===== config.mk =====
export PLATFORM = sky130hd
export DESIGN_NAME = gfx_cmd_scheduler
export DESIGN_NICKNAME = d
export VERILOG_FILES = /design/src/rtl/gfx_cmd_scheduler.sv
export SDC_FILE = /design/constraint.sdc
export NUM_CORES = 1
export LEC_CHECK = 0
export CAP_MARGIN = 40
export CELL_PAD_IN_SITES_DETAIL_PLACEMENT = 0
export CELL_PAD_IN_SITES_GLOBAL_PLACEMENT = 1
export CORE_MARGIN = 1
export CORE_UTILIZATION = 29
export CTS_CLUSTER_DIAMETER = 200
export CTS_CLUSTER_SIZE = 30
export DETAILED_ROUTE_END_ITERATION = 6
export PLACE_DENSITY = 0.83
export RECOVER_POWER = 25
export SYNTH_ARGS = -nofsm -noshare
export SYNTH_HDL_FRONTEND = slang
export SYNTH_SLANG_ARGS = --single-unit

===== constraint.sdc =====
create_clock -name clk -period 2.47 [get_ports clk]
set_input_delay 0.3705 -clock clk [delete_from_list [all_inputs] [get_ports clk]]
set_output_delay 0.3705 -clock clk [all_outputs]
set_load 0.005 [all_outputs]

===== src/rtl/gfx_cmd_scheduler.sv =====
// gfx_cmd_scheduler: round-robin sequencer feeding draw commands from the host
// port and the demo generator into the graphics engine, one command at a time.
module gfx_cmd_scheduler #(
    parameter int CMD_W    = 52,
    parameter int DEMO_GAP = 16,
    parameter int CNT_W    = 16
) (
    input  logic             clk,
    input  logic             rst,
    input  logic             mode,
    input  logic             host_valid,
    input  logic [CMD_W-1:0] host_cmd,
    output logic             host_ready,
    input  logic [CMD_W-1:0] demo_cmd,
    output logic             demo_step,
    output logic             eng_valid,
    output logic [CMD_W-1:0] eng_cmd,
    input  logic             eng_ready,
    input  logic             eng_busy,
    output logic             cmd_src,
    output logic [CNT_W-1:0] issued_cnt,
    output logic             busy
);

    // gap counter must hold DEMO_GAP; keep at least one bit when the gap is disabled
    localparam int GAP_W = (DEMO_GAP > 0) ? $clog2(DEMO_GAP + 1) : 1;

    typedef enum logic [1:0] {S_IDLE, S_ISSUE, S_EXEC} state_t;

    state_t           state, state_nxt;
    logic [CMD_W-1:0] cmd_q;
    logic             src_q;
    logic             last_src;
    logic [CNT_W-1:0] cnt_q;
    logic [GAP_W-1:0] gap_cnt;

    logic host_req, demo_req, grant_host, grant_demo, accept, exec_done;

    // Request/grant: on a tie the source that did not win last time gets it
    always_comb begin
        host_req   = host_valid;
        demo_req   = mode && (gap_cnt == '0);
        grant_host = (state == S_IDLE) && host_req && (!demo_req || last_src);
        grant_demo = (state == S_IDLE) && demo_req && (!host_req || !last_src);
        accept     = (state == S_ISSUE) && eng_ready;
        // EXEC always lasts at least one cycle; busy is looked at on the edge
        // that closes each EXEC cycle
        exec_done  = (state == S_EXEC) && !eng_busy;
    end

    // Next-state and output decode
    always_comb begin
        state_nxt  = state;
        host_ready = 1'b0;
        case (state)
            S_IDLE: begin
                // a host that loses the tie must not see a transfer
                host_ready = !rst && !(host_req && grant_demo);
                if (grant_host || grant_demo) state_nxt = S_ISSUE;
            end
            S_ISSUE: if (eng_ready) state_nxt = S_EXEC;
            S_EXEC:  if (!eng_busy) state_nxt = S_IDLE;
            default: state_nxt = S_IDLE;
        endcase
        eng_valid  = (state == S_ISSUE);
        eng_cmd    = cmd_q;
        cmd_src    = src_q;
        issued_cnt = cnt_q;
        busy       = (state != S_IDLE);
        // reset in the acceptance cycle cancels the generator advance
        demo_step  = accept && src_q && !rst;
    end

    // State, latched command, counters
    always_ff @(posedge clk) begin
        if (rst) begin
            state    <= S_IDLE;
            cmd_q    <= '0;
            src_q    <= 1'b0;
            last_src <= 1'b1;
            cnt_q    <= '0;
            gap_cnt  <= '0;
        end else begin
            state <= state_nxt;
            if (grant_host) begin
                cmd_q <= host_cmd;
                src_q <= 1'b0;
            end else if (grant_demo) begin
                cmd_q <= demo_cmd;
                src_q <= 1'b1;
            end
            if (accept) begin
                cnt_q    <= cnt_q + 1'b1;
                last_src <= src_q;
            end
            // leaving demo mode drops any pending gap
            if (!mode)
                gap_cnt <= '0;
            else if (exec_done && src_q)
                gap_cnt <= GAP_W'(DEMO_GAP);
            else if ((state == S_IDLE) && (gap_cnt != '0))
                gap_cnt <= gap_cnt - 1'b1;
        end
    end

endmodule


; After elaboration in Yosys (flattened, before gate mapping)
; Index checks and enable logic that the tools add are counted.
[totals]
regBits = 77
output_inout_bits = 73
[op_classes]
mux = 9
eq_ne = 5
n_reduce_logical = 32
n_addsub = 2
n_bitwise = 1
[ops]
columns = cell, count
row1 = two-way mux 52 bit, 2
row2 = adder 16 x 1 -> 16 bit (second input constant), 1
row3 = logical AND 1 bit, 13
row4 = two-way mux 5 bit, 2
row5 = logical NOT 1 bit, 6
row6 = two-way mux 2 bit, 3
row7 = case mux 2 bit (3 select lines), 1
row8 = nonzero test 2 bit, 3
row9 = logical NOT 5 bit, 1
row10 = nonzero test 5 bit, 1
row11 = subtractor 5 x 1 -> 5 bit (second input constant), 1
row12 = != test 2 x 1 -> 1 bit (second input constant), 2
row13 = OR reduction 2 bit, 2
row14 = logical OR 1 bit, 3
row15 = AND reduction 3 bit, 1
row16 = OR reduction 3 bit, 1
row17 = equality test 2 x 1 -> 1 bit (second input constant), 1
row18 = equality test 2 bit (second input constant), 1
row19 = logical NOT 2 bit, 1
row20 = != test 2 bit (second input constant), 1
row21 = two-way mux 1 bit, 1
row22 = NOT 1 bit, 1

; Depth between registers and ports, before layout
[logic_depth]
depth_word = 8
ltp_mapped = 9
depth_no_buf = 6

; Worst setup path before layout
; OpenSTA, ideal clock, no wires.
[synth_path]
path_type = register -> register
start = reg gap_cnt[0]
end = reg cmd_q[14] (netlist: eng_cmd[14])
path_slack_ns = 0.671
path_stages_with_launch = 9
required_time_ns = 2.323
path_buffers = 2
arrival_ns = 1.653
cell_sequence = dfxtp_1 inv_1 ha_1 or4b_4 o21a_1 buf_2 buf_4 nand2_1 a311oi_2
[synth_between]
elab_chain_cells = 6
[synth_rtl]
columns = item, line
row1 = from (decl), 35  ; logic [GAP_W-1:0] gap_cnt;
row2 = from (signal assigned), 100  ; gap_cnt <= GAP_W'(DEMO_GAP);
row3 = from (signal assigned), 102  ; gap_cnt <= gap_cnt - 1'b1;
row4 = logical NOT 5 bit (*), 42  ; demo_req = mode && (gap_cnt == '0);
row5 = logical AND 1 bit (*), 42
row6 = logical NOT 1 bit, 43  ; grant_host = (state == S_IDLE) && host_req && (!demo_req || last_src);
row7 = logical OR 1 bit, 43
row8 = logical AND 1 bit, 43
row9 = two-way mux 52 bit or nonzero test 2 bit (tied branches), --
row10 = to (signal assigned), 86  ; cmd_q <= host_cmd;
row11 = to (signal assigned), 89  ; cmd_q <= demo_cmd;
row12 = to (decl), 31  ; logic [CMD_W-1:0] cmd_q;
; Every way passes the cells marked *; elsewhere a longest branch is shown, timed or not.
; A chain may end at the register's enable or synchronous reset.

; Worst setup path in the final report
[layout_path]
start = in eng_ready
end = out demo_step
[layout_between]
elab_chain_cells = 3
[layout_rtl]
columns = item, line
row1 = from (decl), 18  ; input logic eng_ready,
row2 = logical AND 1 bit, 45  ; accept = (state == S_ISSUE) && eng_ready;
row3 = logical AND 1 bit (2 in a row), 71  ; demo_step = accept && src_q && !rst;
row4 = to (decl), 15  ; output logic demo_step,
; Every way passes these cells.

==> flow_summary.toml <==
[layout]
layout_common_cells = "clkdlybuf4s50_1, nand2_1, dfxtp_1"
multiInputGateArea_um2 = 2020
seqCellArea_um2 = 1540
fill_cells = 1227
antenna_cells = 0
final_common_cell = "clkdlybuf4s50_1"
area_delta_synth_final_pct = 59.9
stdcell_area_um2 = 6050
drive_above_1_share_pct = 13.2
nNetsFinal = 712
layout.cells.non_filler = 777

[drt]
firstDrtPassIters = 4
ant_nets = 0
drtIter0Drc = 130
routedWlPerCell_um = 13.8
vias = 3640
wl_um = 10700
drc_errors = 0
via_per_inst = 4.68

[synthesis]
synthesis.nets = 543
synth_top_family_by_area = "simple AND/OR/NAND/NOR gates"
muxShareOfSynthArea_pct = 0
synthXorXnorAreaFrac_pct = 2.54
synth_area_um2 = 3790
syn_avg_cell_area_um2 = 8.79
synth.distinct_cells = 39
synth_edf_count = 0
ys.flop_type = "dfxtp_1"
yosys.area_share.simple_pct = 25.3
synth-compound-area-share_pct = 24.5
yosysSeqAreaShare_pct = 40.7
yosysWarnings = 0
synthCells = 431
postSynth.asyncResetShare_pct = 0
synth_adder_area_share_pct = 0.661
ys_ff_latch = 77

[global_routing]
gr-total-overflow = 0
track_usage_pct = 16.3
antenna_found_initial = 0
grt_pass1_wl_um = 17000
grt_pass1_vias = 3566
grt_max_degree = 63

[clock_tree]
clk_path_buf_depth = 2
cts_root_buf = "clkbuf_16"
cts_tree = "yes"
clk_pin_slew_ns = 0.06
cts_inserted_buffers = 9
clkLatencyLatePin_ns = 0.34
cts.sinks = 77
cts.htree.levels = 3

[worst_setup_path]
timing.rr.start = "gap_cnt[0]$_SDFFE_PP0P_"
max_stage_delay_ns = 0.58
crit_top_cell = "clkdlybuf4s50_1"
reg2reg_slack_ns = 0.28
critPathLaunchType = "input port"
crit_fanout = 6
crit_start = "eng_ready"
crit_path_end_kind = "output pin"
crit_required_ns = 2.10
cp_slowest_cell = "clkdlybuf4s50_1"
critPathKind = "input port to output pin"
cp.arrival_ns = 1.90
path_cells = "clkdlybuf4s50_1 -> nand2_1 -> nor3b_1 -> clkdlybuf4s50_1"
ff2ff_path_depth = 8
reg2reg_to = "eng_cmd[38]$_SDFFE_PP0P_"
cp-endpoint = "demo_step"

[place]
io_buffers = 182
gp_congestion = 0.731
placed_cells = 760
hpwl_um = 7600
post_dp_cell_area_um2 = 5750

[sta]
setup_viol = 0
worst_pin_slew_ns = 0.345
rsz0062_at_grt = "false"
tns_ns = 0
period_minus_slack_ns = 2.27
whs_ns = 0.346
fin_crit_sh_pct = 91.8
slew_headroom_pct = 77.0
hold_viol = 0
fmax_mhz = 441
fin_skew_ns = 0.00408
finalMaxSlewViolations = 0

[die]
io_pins = 183
core_region_area_um2 = 12700
die-area_um2 = 13500
die_w_um = 116
initial_core_util_pct = 29.9
rows = 41
dieHeight_um = 116

[power_and_ir_drop]
ir_drop_mv = 0.321
power_leakage_nw = 2.27
power_density_nw_per_um2 = 636
finalPower_mw = 3.85

[run_status]
status = "complete, no violations"

[flow_run]
maxCapViolCount = 0

[hold_path]
hp-class = "input port to register"
==> flip-flops by register name, summed over array words and instances (netlist names) <==
signal	flops
cmd_src	1
issued_cnt	16
state	2
last_src	1
eng_cmd	52
gap_cnt	5
==> through the flow <==
stage | setup WS, ns | util [%]
floorplan | 0.671 | -
global placement | 0.214 | 45.2
detailed placement | 0.192 | 45.4
CTS | 0.00617 | 47.7
global route | 0.0531 | 47.8
finish | 0.203 | 47.8
==> how the worst min path moves through the flow <==
stage,from,endpoint,slack (ns),depth (start not counted)
3_3_place_gp,issued_cnt[15]$_SDFFE_PP0P_,issued_cnt[15]$_SDFFE_PP0P_,0.47,2
3_5_place_dp,last_src$_SDFFE_PP1P_,last_src$_SDFFE_PP1P_,0.48,2
6_report,rst,gap_cnt[4]$_SDFFE_PP0P_,0.35,3
2_1_floorplan,last_src$_SDFFE_PP1P_,last_src$_SDFFE_PP1P_,0.46,2
5_1_grt,rst,gap_cnt[4]$_SDFFE_PP0P_,0.34,3
4_1_cts,rst,gap_cnt[4]$_SDFFE_PP0P_,0.32,3
==> worst max-delay path: cells and delay by family <==
family | cells | cell delay [ns]
and+or+nand+nor | 2 | 0.41
buffers and inverters | 2 | 1.11
==> logic make-up (layout without fill, tap and decap cells) <==
group,Yosys count,in the layout
xor+xnor,11,11
flops,77,77
compound gates,78,78
fa+ha+maj,2,2
simple gates,223,223
buf+inv,40,214
==> layer usage <==
layer	track usage, %	vias to the layer above	share of wire (%)	wire length (µm)
met3	6.64	16	6.4	682
met1	18.2	1678	43	4560
met2	27.8	104	49	5280
met5	0	-	0	0
li1	-	1842	-	-
met4	6.07	0	1.8	189
==> what timing repair did <==
item,4_1_cts,5_1_grt
hold buffers,0,0
pin swaps,0,0
buffers inserted,0,1
resized for setup,1,2
endpoints found under the setup margin,1,1
==> power breakdown <==
group | internal (mW) | switching [mW]
Sequential | 1.38 | 0.0730
Clock | 0.807 | 0.504
Combinational | 0.595 | 0.488
Total | 2.78 | 1.07
==> area by class of cell <==
type / count / area share (%)
flip-flops and latches: 77 / 25.5
clock buffers: 12 / 4.07
well taps: 172 / 3.55
repair buffers: 192 / 32.4
clock inverters: 4 / 0.785
inverters: 6 / 0.372
multi-input cells: 314 / 33.3
==> synthesized netlist by cell type, types with 5 or more instances <==
| library cell | count | share of area, % |
|---|---|---|
| nand2_1 | 111 | 11 |
| dfxtp_1 | 77 | 41 |
| xor2_1 | 8 | 1.9 |
| o21ai_0 | 7 | 0.92 |
| buf_6 | 5 | 1.5 |
| buf_4 | 11 | 2.2 |
| nor2_1 | 71 | 7.0 |
| buf_2 | 8 | 1.1 |
| a21oi_1 | 12 | 1.6 |
| a311oi_2 | 50 | 20 |
| inv_1 | 6 | 0.59 |
| nand3_1 | 11 | 1.5 |
| clkbuf_1 | 9 | 0.89 |
Note: power is estimated with default switching activity, not from simulation.
